**src/rtl/fetch_pkg.sv**
```systemverilog
// Shared fetch-stage definitions: bubble encoding, reset PC and the IF/ID bundle
// that decode imports.
package fetch_pkg;

    localparam int          XLEN      = 32;
    localparam logic [31:0] RESET_PC  = 32'h0000_0000;
    localparam logic [31:0] NOP_INSTR = 32'h0000_0013;

    typedef struct packed {
        logic [XLEN-1:0] pc;
        logic [XLEN-1:0] pc4;
        logic [31:0]     instr;
        logic            valid;
    } if_id_t;

endpackage

```
**src/rtl/fetch_hold_buf.sv**
```systemverilog
// One-entry capture register that keeps the F2 word alive while the PC is frozen.
// The first capture after a clear wins; later captures are ignored until cleared.
module fetch_hold_buf (
    input  logic        CLK,
    input  logic        RST_N,
    input  logic        capture,
    input  logic        clear,
    input  logic [31:0] din,
    output logic        valid,
    output logic [31:0] data
);

    // Clear dominates capture; a held word is never overwritten.
    always_ff @(posedge CLK or negedge RST_N) begin
        if (!RST_N) begin
            valid <= 1'b0;
            data  <= '0;
        end else if (clear) begin
            valid <= 1'b0;
        end else if (capture && !valid) begin
            valid <= 1'b1;
            data  <= din;
        end
    end

endmodule

```
**src/rtl/fetch_stage.sv**
```systemverilog
// Instruction-fetch front end: PC register, sync IMEM interface with an F2 tracking
// stage, and the IF/ID pipeline register. Priority on every edge is
// redirect > stall > advance.
module fetch_stage
    import fetch_pkg::*;
#(
    parameter int              XLEN      = fetch_pkg::XLEN,
    parameter logic [XLEN-1:0] RESET_PC  = XLEN'(fetch_pkg::RESET_PC),
    parameter logic [31:0]     NOP_INSTR = fetch_pkg::NOP_INSTR
) (
    input  logic            CLK,
    input  logic            RST_N,
    input  logic            stall,
    input  logic            redirect,
    input  logic [XLEN-1:0] redirect_pc,
    output logic [XLEN-1:0] imem_addr,
    output logic            imem_rd_en,
    input  logic [31:0]     imem_data,
    output logic [XLEN-1:0] if_pc,
    output logic [XLEN-1:0] if_pc4,
    output logic [31:0]     if_instr,
    output logic            if_valid
);

    logic [XLEN-1:0] pc_q;
    logic [XLEN-1:0] f2_pc_q;
    logic            f2_valid_q;
    logic            hold_valid;
    logic [31:0]     hold_data;
    logic [31:0]     f2_instr;
    logic            advance;

    assign advance    = !redirect && !stall;
    assign imem_addr  = pc_q;
    assign imem_rd_en = RST_N;
    // Once the PC freezes, imem_data moves on to pc_q, so the captured word is used.
    assign f2_instr   = hold_valid ? hold_data : imem_data;

    fetch_hold_buf u_hold (
        .CLK     (CLK),
        .RST_N   (RST_N),
        .capture (stall),
        .clear   (!stall || redirect),
        .din     (imem_data),
        .valid   (hold_valid),
        .data    (hold_data)
    );

    // PC register: reload on redirect, freeze on stall, otherwise step by 4 (wraps).
    always_ff @(posedge CLK or negedge RST_N) begin
        if (!RST_N) begin
            pc_q <= RESET_PC;
        end else if (redirect) begin
            pc_q <= redirect_pc;
        end else if (!stall) begin
            pc_q <= pc_q + XLEN'(4);
        end
    end

    // F2 tracks which address the IMEM is returning data for this cycle.
    always_ff @(posedge CLK or negedge RST_N) begin
        if (!RST_N) begin
            f2_pc_q    <= '0;
            f2_valid_q <= 1'b0;
        end else if (redirect) begin
            f2_valid_q <= 1'b0;
        end else if (advance) begin
            f2_pc_q    <= pc_q;
            f2_valid_q <= 1'b1;
        end
    end

    // IF/ID register: bubble on redirect (PC fields hold), load F2 on advance.
    always_ff @(posedge CLK or negedge RST_N) begin
        if (!RST_N) begin
            if_pc    <= '0;
            if_pc4   <= '0;
            if_instr <= NOP_INSTR;
            if_valid <= 1'b0;
        end else if (redirect) begin
            if_instr <= NOP_INSTR;
            if_valid <= 1'b0;
        end else if (advance) begin
            if_pc    <= f2_pc_q;
            if_pc4   <= f2_pc_q + XLEN'(4);
            if_instr <= f2_instr;
            if_valid <= f2_valid_q;
        end
    end

endmodule
```
**config.mk**
```make
export PLATFORM = sky130hd
export DESIGN_NAME = fetch_stage
export DESIGN_NICKNAME = d
export VERILOG_FILES = /design/src/rtl/fetch_pkg.sv /design/src/rtl/fetch_hold_buf.sv /design/src/rtl/fetch_stage.sv
export SDC_FILE = /design/constraint.sdc
export NUM_CORES = 1
export LEC_CHECK = 0
export CAP_MARGIN = 20
export CORE_ASPECT_RATIO = 0.9
export CORE_MARGIN = 5
export CORE_UTILIZATION = 46
export DETAILED_ROUTE_END_ITERATION = 12
export MAX_ROUTING_LAYER = met4
export PLACE_DENSITY = 0.87
export SYNTH_ARGS = -nofsm -noshare
export SYNTH_HDL_FRONTEND = slang
export SYNTH_SLANG_ARGS = --single-unit
```
**constraint.sdc**
```tcl
create_clock -name CLK -period 2.3 [get_ports CLK]
set_clock_uncertainty 0.2 [all_clocks]
set_input_delay 0.345 -clock CLK [delete_from_list [all_inputs] [get_ports CLK]]
set_output_delay 0.345 -clock CLK [all_outputs]
set_load 0.01 [all_outputs]
```
After elaboration in Yosys (flattened, before gate mapping)
Cells that the tools add are included.
{"block": "word_totals", "register_bits": 195, "word_cells": 35}
{"block": "classes", "eq_ne": 1, "reduce_logical": 10, "add_sub_neg": 2, "bitwise_logic": 2, "muxes": 11}
{"cell": "2-to-1 mux 32 bit", "count": 5}
{"cell": "adder 32 x 3 -> 32 bit (second input constant)", "count": 2}
{"cell": "2-to-1 mux 1 bit", "count": 6}
{"cell": "AND reduction 2 bit", "count": 2}
{"cell": "nonzero test 2 bit", "count": 2}
{"cell": "logical NOT 1 bit", "count": 3}
{"cell": "logical AND 1 bit", "count": 2}
{"cell": "inequality test 2 x 1 -> 1 bit (second input constant)", "count": 1}
{"cell": "NOT 1 bit", "count": 2}
{"cell": "logical OR 1 bit", "count": 1}

Logic depth before layout (Yosys ltp)
Gate-level depths: netlist (run 1).
{"block": "logic_depth", "depth_word": 4, "mapped_depth": 7, "ltp_nobuf": 5}

Hierarchy
A second synthesis (run 1) with hierarchy kept.
{"block": "hier_totals", "cells_unflattened": 916, "area_unflattened_um2": 8813.5}
{"module": "fetch_stage", "area_per_inst_um2": 7567.3, "n_inst": 1, "cells_each": 845, "seq_area_each_um2": 4007.6}
{"module": "fetch_hold_buf", "area_per_inst_um2": 1246.2, "n_inst": 1, "cells_each": 71, "seq_area_each_um2": 825.8}

Worst setup path after synthesis (run 1)
Ideal clock, no wire load.
{"block": "synth_timing", "path_type": "input port to flip-flop", "from": "input port stall", "to": "register pc_q[25] (netlist: imem_addr[25])", "cell_stages": 5, "setup_ps": 82, "path_buffers": 1, "setup_slack_ps": 118, "arrival_ps": 1900, "path_cell_list": "clkbuf_1 > nand4b_1 > nor4_1 > or4b_2 > a31oi_1"}
{"block": "synth_between", "elab_chain_len": 1}
{"element": "start, declared", "line_no": "fetch_stage.sv:13", "text": "input logic stall,"}
{"element": "inequality test 2 x 1 -> 1 bit (no source line)"}
{"element": "end signal, assigned", "line_no": "fetch_stage.sv:54", "text": "pc_q <= redirect_pc;"}
{"element": "end signal, assigned", "line_no": "fetch_stage.sv:56", "text": "pc_q <= pc_q + XLEN'(4);"}
{"element": "end, declared", "line_no": "fetch_stage.sv:25", "text": "logic [XLEN-1:0] pc_q;"}
Every way passes these cells.
A chain may end at the register's enable or synchronous reset.

Worst setup path after layout (run 1)
{"block": "layout_timing", "from": "register pc_q[2] (netlist: imem_addr[2])", "to": "register pc_q[24] (netlist: imem_addr[24])"}
{"block": "layout_between", "elab_chain_len": 3}
{"element": "adder 32 x 3 -> 32 bit", "line_no": "fetch_stage.sv:56"}
{"element": "2-to-1 mux 32 bit", "line_no": "fetch_stage.sv:55", "text": "end else if (!stall) begin"}
{"element": "2-to-1 mux 32 bit", "line_no": "fetch_stage.sv:53", "text": "end else if (redirect) begin"}
Every way passes these cells. The select of a mux whose other input is x is not followed.

==> results.md, run 1 <==
- Syn. warnings: 0
- Hold path depth: 2
- Starting Density: 0.464
- Wire per inst: 17.3 um
- I/O pins: 198
- CP max stage delay: 0.56 ns
- CTS Buffer Depth: 2
- Worst slew pin tran: 0.676 ns
- Gate Count Post-Synth: 922
- Sink Count: 193
- Fin nets: 1,207
- Worst-skew pair later-pin latency: 0.43 ns
- Worst-path fanout max: 10
- CORE AREA: 0.0190 sq mm
- Die Ht: 141 um
- Gr ovfl total: 0
- Area growth, synth to finish: 35.7%
- Peak Freq: 462 MHz
- Setup crit start kind: flip-flop
- Max-cap violations: 0
- R2R depth: 5
- Post-layout util: 0.630
- Synth Flop Type: dfrtp_1
- CP cell instances: ha_1 -> and4b_1 -> nand2_1 -> or4_1 -> a31oi_1
- Std-Cell Rows: 48
- Largest net degree at the start of global routing: 101
- Setup Fix Bufs, Post-CTS: 0
- Port Buffers: 197
- Vias in the first global route: 7,436
- CP endpoint kind: flip-flop
- Worst IR Drop VDD: 0.544 mV
- Status: finished clean
- Seq cells post-synth: 193
- Share of cells above drive strength 1: 0.126
- RSZ-0062 raised after global routing: no
- Seq/Total Area, Yosys: 0.549
- Pleak: 5.17 nW
- Total GRT Usage: 0.226
- H-tree Lvls: 4
- Pre-antenna DRT Iters: 7
- Gpl congestion: 0.955
- HPWL Detailed: 17.2 mm
- Setup TNS: 0 ns
- Die area: 0.0220 sq mm
- Most frequent cells in the layout: 222 x nand2_1, 194 x clkdlybuf4s50_1, 189 x dfrtp_1
- Tmin final: 2.17 ns
- Number of CTS-inserted buffers: 17
- Post-Syn Area per Cell: 9.55 sq um
- Crit path arrival time: 2.31 ns
- Ys async rst share: 1.00
- Crit Path Category: flip-flop to flip-flop
- First-pass GRT wire length: 38.7 mm
- Synthesized Nets: 992
- Worst path slowest cell: or4_1
- CTS tree: yes
- Post-synth cell types: 42
- Final hold violations: 0
- Pwr Density: 769 mW/mm^2
- Drt initial violations: 603
- Detail-routed via count per cell: 5.45
- Setup Viol. Count Final: 0
- Post-synth EDFFs: 0
- Synthesized area: 0.00881 sq mm
- Routed wire length: 24.3 mm
- Slew Limit Fails: 0
- Final period util: 0.942
- HP Class: input pin to flip-flop
- Reg clk slew, reported paths: 0.08 ns
- Root buf cell: clkbuf_16
- CP required: 2.44 ns
- Rel. slew slack: 0.550
- Antenna Nets Post-Route: 0
- Initial antenna violation count: 3
- Routed via count: 7,653
- Width of the die: 156 um
- Drc violations: 0
- Commonest non-fill, non-tap cell in the layout: nand2_1
==> synthesized netlist by cell type, types with 5 or more instances <==
master / number / area (sq um)
mux2_2: 34 / 383
nor4_1: 8 / 50.1
or4_1: 24 / 180
xnor2_1: 20 / 175
nor3_1: 6 / 30.0
or3_1: 5 / 31.3
nand2_1: 222 / 833
and4_1: 6 / 52.6
dfrtp_1: 190 / 4750
clkbuf_1: 48 / 180
nor2_1: 97 / 364
o31ai_1: 21 / 158
o21ai_0: 45 / 225
a31oi_1: 27 / 169
nand4_1: 17 / 106
nand3_1: 18 / 90.1
xor2_1: 6 / 52.6
inv_1: 11 / 41.3
buf_1: 7 / 26.3
mux2i_1: 34 / 340
and3_1: 5 / 31.3
a21oi_1: 31 / 155
==> area by class of cell <==
cell class,count,area [sq um]
Antenna cell,4,10.0
Clock buffer,18,429
Clock inverter,14,159
Fill cell,1469,7020
Inverter,12,45.0
Multi-Input combinational cell,654,3700
Sequential cell,193,4830
Tap cell,250,313
Timing Repair Buffer,259,2470
==> power by group <==
part	total [mW]	switching [mW]	internal (mW)	leakage, nW
Sequential	4.21	0.346	3.86	2.37
Clock	2.96	1.41	1.55	0.288
Combinational	2.02	0.957	1.07	2.50
Total	9.20	2.71	6.48	5.17
==> path summary, 6_finish.rpt <==
kind	from	to	slack, ns
min in group asynchronous	RST_N	if_pc4[2]$_DFFE_PN0P_	0.37
max	imem_addr[2]$_DFFE_PN0N_	imem_addr[24]$_DFFE_PN0N_	0.13
max reg2reg	imem_addr[2]$_DFFE_PN0N_	imem_addr[24]$_DFFE_PN0N_	0.13
max in group asynchronous	RST_N	imem_addr[17]$_DFFE_PN0N_	1.09
min reg2reg	f2_pc_q[1]$_DFFE_PN0P_	if_pc[1]$_DFFE_PN0P_	0.28
min	redirect	u_hold.valid$_DFFE_PN0P_	0.008
==> critical path: cells and delay by family (launching register included) <==
family | cells | cell delay, ns
AO/OA/AOI/OAI | 1 | 0.22
adder cells (fa/ha/maj) | 1 | 0.18
flip-flops | 1 | 0.44
AND/OR/NAND/NOR | 3 | 1.03
==> logic make-up (layout without fill, tap and decap cells) <==
| group | after synthesis | after routing | synth area share |
|---|---|---|---|
| other | 0 | 4 | 0 |
| buffers and inverters | 75 | 303 | 0.0347 |
| muxes | 71 | 71 | 0.0859 |
| xor gates and xnor gates | 26 | 26 | 0.0258 |
| DFF | 193 | 193 | 0.549 |
| adders and majority gates | 2 | 2 | 0.00284 |
| and+or+nand+nor | 424 | 424 | 0.215 |
| AOI/OAI and AO/OA | 131 | 131 | 0.0875 |
==> registers in the layout (all words and copies together) (netlist names) <==
name and flops:
if_pc 32, u_hold.data 32, if_valid 1, imem_addr 32
f2_pc_q 32, u_hold.valid 1, f2_valid_q 1, if_instr 32
if_pc4 30
==> through the flow <==
stage / hold slack (ns) / instance area (sq um) / total power, mW / worst slack, ns / std cells
floorplan: -0.151 / 8810 / 5.09 / 0.118 / 922
global placement: 0.251 / 11300 / 6.19 / 0.0609 / 1367
detailed placement: 0.259 / 11300 / 6.28 / -0.0248 / 1367
CTS: 0.000275 / 11900 / 9.25 / 0.0305 / 1400
global route: 0.00833 / 12000 / 9.63 / 0.00611 / 1403
finish: 0.00770 / 12000 / 9.20 / 0.134 / 1404
==> repair_timing <==
action,4_1_cts,5_1_grt
hold endpoints to repair,190,0
hold buffers,1,0
gates resized for setup,0,3
setup endpoints to repair,0,8
==> routing by layer <==
layer / part of all wire / GRT usage / routed length (um)
met4: 0.026 / 0.0751 / 639
met3: 0.085 / 0.0631 / 2070
met1: 0.40 / 0.279 / 9790
met5: 0 / - / 0
met2: 0.49 / 0.362 / 11800
Note: power is estimated with default switching activity, not from simulation.
==> inputs of run 2 (changes only) <==
--- a/config.mk
+++ b/config.mk
@@ -5,13 +5,14 @@
 export SDC_FILE = /design/constraint.sdc
 export NUM_CORES = 1
 export LEC_CHECK = 0
-export CAP_MARGIN = 20
+export CAP_MARGIN = 10
 export CORE_ASPECT_RATIO = 0.9
 export CORE_MARGIN = 5
 export CORE_UTILIZATION = 46
 export DETAILED_ROUTE_END_ITERATION = 12
 export MAX_ROUTING_LAYER = met4
 export PLACE_DENSITY = 0.87
+export SKIP_CTS_REPAIR_TIMING = 1
 export SYNTH_ARGS = -nofsm -noshare
 export SYNTH_HDL_FRONTEND = slang
 export SYNTH_SLANG_ARGS = --single-unit
==> run 2 against run 1 <==
  * Combinational power about the same
  * Final cell count unchanged
  * Die area unchanged
  * Global-route usage about the same
  * Via count unchanged
  * Critical endpoint unchanged
==> results.md, run 2 (synthesis results as in run 1) <==
- Status: finished clean (unchanged)
- Root buf cell: clkbuf_16 (unchanged)
- CP required: 2.44 ns (about the same)
- Tmin final: 2.17 ns (unchanged)
- Hold Startpoint: redirect (unchanged)
- Buf+Inv Stages, Crit Path: 0 (unchanged)
- CTS Buffer Depth: 2 (unchanged)
- Area growth, synth to finish: 35.7% (unchanged)
- Die area: 0.0220 sq mm (unchanged)
- I/O pins: 198 (unchanged)
- Total GRT Usage: 0.226 (about the same)
- Sink Count: 193 (unchanged)
- Pleak: 5.17 nW (unchanged)
- Antenna Nets Post-Route: 0 (unchanged)
- Std-Cell Rows: 48 (unchanged)
- First-pass GRT wire length: 38.7 mm (about the same)
- Drt initial violations: 603 (unchanged)
- R2R Path End: imem_addr[24]$_DFFE_PN0N_ (unchanged)
- Worst reg2reg startpoint: imem_addr[2]$_DFFE_PN0N_ (unchanged)
- Starting Density: 0.464 (unchanged)
- Commonest non-fill, non-tap cell in the layout: nand2_1 (unchanged)
- Worst-path fanout max: 10 (unchanged)
- Detail-routed via count per cell: 5.45 (unchanged)
- Max-cap violations: 0 (unchanged)
- Rel. slew slack: 0.550 (unchanged)
- Width of the die: 156 um (unchanged)
- Hold path depth: 2 (unchanged)
- Crit path max-delay family: simple AND/OR/NAND/NOR gates (unchanged)
- Crit Path Category: flip-flop to flip-flop (unchanged)
- Routed wire length: 24.3 mm (unchanged)
- Worst IR Drop VDD: 0.544 mV (unchanged)
- CP max stage delay: 0.56 ns (about the same)
- Setup slack, reg-to-reg: 0.13 ns (about the same)
- R2R depth: 5 (unchanged)
- Crit path arrival time: 2.31 ns (about the same)
- Initial antenna violation count: 3 (unchanged)
- Pwr Density: 769 mW/mm^2 (about the same)
- Worst Hold End: u_hold.valid$_DFFE_PN0P_ (unchanged)
- CP cell instances: ha_1 -> and4b_1 -> nand2_1 -> or4_1 -> a31oi_1 (unchanged)
- Die Ht: 141 um (unchanged)
- Port Buffers: 197 (unchanged)
- Slew Limit Fails: 0 (unchanged)
- Routed via count: 7,653 (unchanged)
- Tot Pwr: 9.20 mW (about the same)
- HPWL Detailed: 17.2 mm (unchanged)
- Gr ovfl total: 0 (unchanged)
- Wire per inst: 17.3 um (unchanged)
- Vias in the first global route: 7,433 (was 7,436)
- CORE AREA: 0.0190 sq mm (unchanged)
- RSZ-0062 raised after global routing: no (unchanged)
- Number of CTS-inserted buffers: 17 (unchanged)
- CTS tree: yes (unchanged)
- Finished Cell Area: 0.0120 sq mm (unchanged)
- Worst path slowest cell: or4_1 (unchanged)
- Setup Viol. Count Final: 0 (unchanged)
- Share of cells above drive strength 1: 0.126 (unchanged)
- Gpl congestion: 0.955 (unchanged)
- Fin nets: 1,207 (unchanged)
- Post-Place Cell Area: 0.0113 sq mm (unchanged)
- Pre-antenna DRT Iters: 7 (unchanged)
- Drc violations: 0 (unchanged)
- Setup crit start kind: flip-flop (unchanged)
- Final hold violations: 0 (unchanged)
- H-tree Lvls: 4 (unchanged)
- HP Class: input pin to flip-flop (unchanged)
- Largest net degree at the start of global routing: 101 (unchanged)
- Most frequent cells in the layout: 222 x nand2_1, 194 x clkdlybuf4s50_1, 189 x dfrtp_1 (unchanged)
- Peak Freq: 462 MHz (unchanged)
- Worst-skew pair later-pin latency: 0.43 ns (about the same)
- Reg clk slew, reported paths: 0.08 ns (about the same)
- CP endpoint kind: flip-flop (unchanged)
- Worst slew pin tran: 0.676 ns (unchanged)
- Min Hold Slack: 0.00770 ns (unchanged)
- Final period util: 0.942 (unchanged)
==> run 2: metrics by stage <==
stage	setup TNS, ns	worst slack [ns]	util	std cells
5_1_grt	0	0.00611	0.630	1403
6_report	0	0.134	0.630	1404
2_1_floorplan	0	0.118	-	922
3_3_place_gp	0	0.0609	0.597	1367
4_1_cts	0	0.0305	0.628	1399
3_5_place_dp	-0.0248	-0.0248	0.597	1367
==> run 2: power by group <==
part           total [mW]  internal [mW]  switching, mW
combinational        2.02           1.07          0.957
sequential           4.21           3.86          0.346
clock                2.96           1.55           1.41
total                9.20           6.48           2.71
==> run 2: cell type report <==
class	count	area [sq um]
tap	250	313
fill	1469	7020
multi-input combinational	654	3700
inverter	12	45.0
antenna	4	10.0
timing repair buffer	259	2470
sequential	193	4830
clock buffer	18	429
clock inverter	14	159
==> run 2: worst register-to-register path: stages (launching register included) <==
cell and delay (ns):
dfrtp_1 0.44, ha_1 0.19, and4b_1 0.26, nand2_1 0.21
or4_1 0.56, a31oi_1 0.22
==> run 2: layer usage <==
metal	wire length [um]	vias to the layer above	track usage	part of all wire
met5	0	-	-	0
li1	-	3615	-	-
met3	2070	41	0.0628	0.085
met4	639	0	0.0751	0.026
met2	11800	301	0.362	0.49
met1	9790	3696	0.279	0.40
==> run 2: how the worst max path moves through the flow <==
stage	start	to	slack [ns]	cells past startpoint
floorplan	stall	imem_addr[25]$_DFFE_PN0N_	0.12	5
global placement	stall	imem_addr[25]$_DFFE_PN0N_	0.06	5
detailed placement	stall	imem_addr[29]$_DFFE_PN0N_	-0.02	5
CTS	f2_pc_q[17]$_DFFE_PN0P_	if_pc4[29]$_DFFE_PN0P_	0.03	4
global route	imem_addr[4]$_DFFE_PN0N_	imem_addr[29]$_DFFE_PN0N_	0.006	4
finish	imem_addr[2]$_DFFE_PN0N_	imem_addr[24]$_DFFE_PN0N_	0.13	5
==> inputs of run 3 (changes only) <==
--- a/config.mk
+++ b/config.mk
@@ -5,7 +5,6 @@
 export SDC_FILE = /design/constraint.sdc
 export NUM_CORES = 1
 export LEC_CHECK = 0
-export CAP_MARGIN = 10
 export CORE_ASPECT_RATIO = 0.9
 export CORE_MARGIN = 5
 export CORE_UTILIZATION = 46
==> constraint.sdc (replaced) <==
create_clock -name CLK -period 2.3 [get_ports CLK]
set_clock_uncertainty 0.2 [all_clocks]
set_input_delay 0.23 -clock CLK [delete_from_list [all_inputs] [get_ports CLK]]
set_output_delay 0.23 -clock CLK [all_outputs]
set_load 0.01 [all_outputs]
==> run 3 against run 2 <==
  * Maximum frequency down 1.6%
  * Worst setup slack worse by 0.035 ns
  * Clock-buffer cell count down 1
  * Register-to-register slack worse by 0.04 ns
  * Non-clock buffer count down 4
  * Critical path depth down 1
  * Routed wire length down 0.19%
  * Largest power group unchanged
  * Combinational power about the same
  * Flip-flop and latch count unchanged
  * Clock power up 4%
  * Sequential power about the same
==> results.md, run 3 (synthesis results as in run 1) <==
- Setup slack, reg-to-reg: 0.1 ns (was 0.13 ns)
- Starting Density: 0.464 (unchanged)
- Worst-skew pair later-pin latency: 0.44 ns (was 0.43 ns)
- Setup Viol. Count Final: 0 (unchanged)
- Drc violations: 0 (unchanged)
- Crit path max-delay family: simple AND/OR/NAND/NOR gates (unchanged)
- HPWL Detailed: 17.4 mm (was 17.2 mm)
- Final period util: 0.957 (was 0.942)
- CP required: 2.46 ns (was 2.44 ns)
- Gr ovfl total: 0 (unchanged)
- Pre-antenna DRT Iters: 5 (was 7)
- Sink Count: 193 (unchanged)
- Initial antenna violation count: 1 (was 3)
- Number of CTS-inserted buffers: 17 (unchanged)
- Final hold violations: 0 (unchanged)
- Pleak: 5.17 nW (about the same)
- Worst slew pin tran: 0.722 ns (was 0.676 ns)
- Dpl ws: -0.00134 ns (was -0.0248 ns)
- CP endpoint kind: flip-flop (unchanged)
- Most frequent cells in the layout: 221 x nand2_1, 194 x clkdlybuf4s50_1, 189 x dfrtp_1 (was 222 x nand2_1, 194 x clkdlybuf4s50_1, 189 x dfrtp_1)
- Largest net degree at the start of global routing: 98 (was 101)
- Slew Limit Fails: 0 (unchanged)
- Buf+Inv Stages, Crit Path: 1 (was 0)
- Routed wire length: 24.3 mm (about the same)
- I/O pins: 198 (unchanged)
- Tot Pwr: 9.30 mW (was 9.20 mW)
- Die Ht: 141 um (unchanged)
- Crit Path Category: flip-flop to flip-flop (unchanged)
- Gpl congestion: 0.923 (was 0.955)
- Reg clk slew, reported paths: 0.09 ns (was 0.08 ns)
- CTS tree: yes (unchanged)
- Root buf cell: clkbuf_16 (unchanged)
- Area growth, synth to finish: 36.0% (was 35.7%)
- Rel. slew slack: 0.519 (was 0.550)
- Min Hold Slack: 0.0689 ns (was 0.00770 ns)
- Post-layout util: 0.631 (was 0.630)
- H-tree Lvls: 4 (unchanged)
- Fillers: 1,494 (was 1,469)
- Wire per inst: 17.4 um (was 17.3 um)
- Status: finished clean (unchanged)
- Tmin final: 2.20 ns (was 2.17 ns)
- Detail-routed via count per cell: 5.48 (was 5.45)
- Antenna Nets Post-Route: 0 (unchanged)
- First-pass GRT wire length: 39.4 mm (was 38.7 mm)
- RSZ-0062 raised after global routing: yes (was no)
- Crit path arrival time: 2.36 ns (was 2.31 ns)
- Worst path slowest cell: or4_4 (was or4_1)
- CTS Buffer Depth: 2 (unchanged)
- Total GRT Usage: 0.232 (was 0.226)
- Routed via count: 7,655 (was 7,653)
- CP max stage delay: 0.64 ns (was 0.56 ns)
- CP cell instances: inv_1 -> or4_4 -> or4_1 -> a31oi_2 (was ha_1 -> and4b_1 -> nand2_1 -> or4_1 -> a31oi_1)
- HP Class: input pin to flip-flop (unchanged)
- Commonest non-fill, non-tap cell in the layout: nand2_1 (unchanged)
- Share of cells above drive strength 1: 0.125 (was 0.126)
- CORE AREA: 0.0190 sq mm (unchanged)
- Width of the die: 156 um (unchanged)
- Peak Freq: 454 MHz (was 462 MHz)
- Fin nets: 1,203 (was 1,207)
- Post-route setup slack: 0.0981 ns (was 0.134 ns)
- Vias in the first global route: 7,613 (was 7,433)
- Drt initial violations: 532 (was 603)
- Worst-path fanout max: 16 (was 10)
- Port Buffers: 197 (unchanged)
- Max-cap violations: 0 (unchanged)
- Pwr Density: 776 mW/mm^2 (was 769 mW/mm^2)
- Setup crit start kind: flip-flop (unchanged)
- Worst IR Drop VDD: 0.614 mV (was 0.544 mV)
- Die area: 0.0220 sq mm (unchanged)
- Std-Cell Rows: 48 (unchanged)
## run 3: changes by cell type in the layout (fill, tap and decap cells not counted), moves of 2 or more
cell      previous run  this run
diode_2              4         1
inv_8                5         3
clkinv_8             1         5
buf_4               58        52
inv_12               0         3
## run 3: area by class of cell
class                   count  area (sq um)  area share
multi-input cells         654          3710       0.309
repair buffers            255          2460       0.205
flip-flops and latches    193          4830       0.404
clock inverters            15           199      0.0166
clock buffers              17           425      0.0355
inverters                  12          45.0     0.00376
well taps                 250           313      0.0261
diodes                      1          2.50    0.000209
## run 3: stage by stage
step	setup TNS (ns)	area, sq um	cells
floorplan	0	8810	922
global placement	0	11300	1362
detailed placement	-0.00134	11300	1362
CTS	-0.0788	11900	1394
global route	-0.00910	12000	1397
finish	0	12000	1397
## run 3: path summary, 6_finish.rpt
check | startpoint | to | cells past startpoint
max | f2_pc_q[18]$_DFFE_PN0P_ | if_pc4[25]$_DFFE_PN0P_ | 4
min | stall | if_instr[8]$_DFFE_PN0P_ | 4
max reg2reg | f2_pc_q[18]$_DFFE_PN0P_ | if_pc4[25]$_DFFE_PN0P_ | 4
min reg2reg | if_pc[6]$_DFFE_PN0P_ | if_pc[6]$_DFFE_PN0P_ | 2
max in group asynchronous | RST_N | u_hold.valid$_DFFE_PN0P_ | 3
min in group asynchronous | RST_N | if_pc[4]$_DFFE_PN0P_ | 3
## run 3: routing by layer
| metal | track usage | vias to the layer above | part of all wire | routed length (um) |
|---|---|---|---|---|
| li1 | - | 3592 | - | - |
| met1 | 0.290 | 3699 | 0.40 | 9810 |
| met2 | 0.359 | 313 | 0.48 | 11700 |
| met3 | 0.0671 | 51 | 0.086 | 2090 |
| met4 | 0.0880 | 0 | 0.028 | 686 |
| met5 | - | - | 0 | 0 |
## run 3: tightest hold or removal path: stages
cell     delay (ns)
buf_2          0.08
buf_4          0.19
a21oi_1        0.09
nor2_1         0.08
## run 3: power by group
group | switching [mW] | internal (mW) | leakage [nW]
Combinational | 0.949 | 1.06 | 2.49
Clock | 1.56 | 1.51 | 0.302
Sequential | 0.355 | 3.86 | 2.37
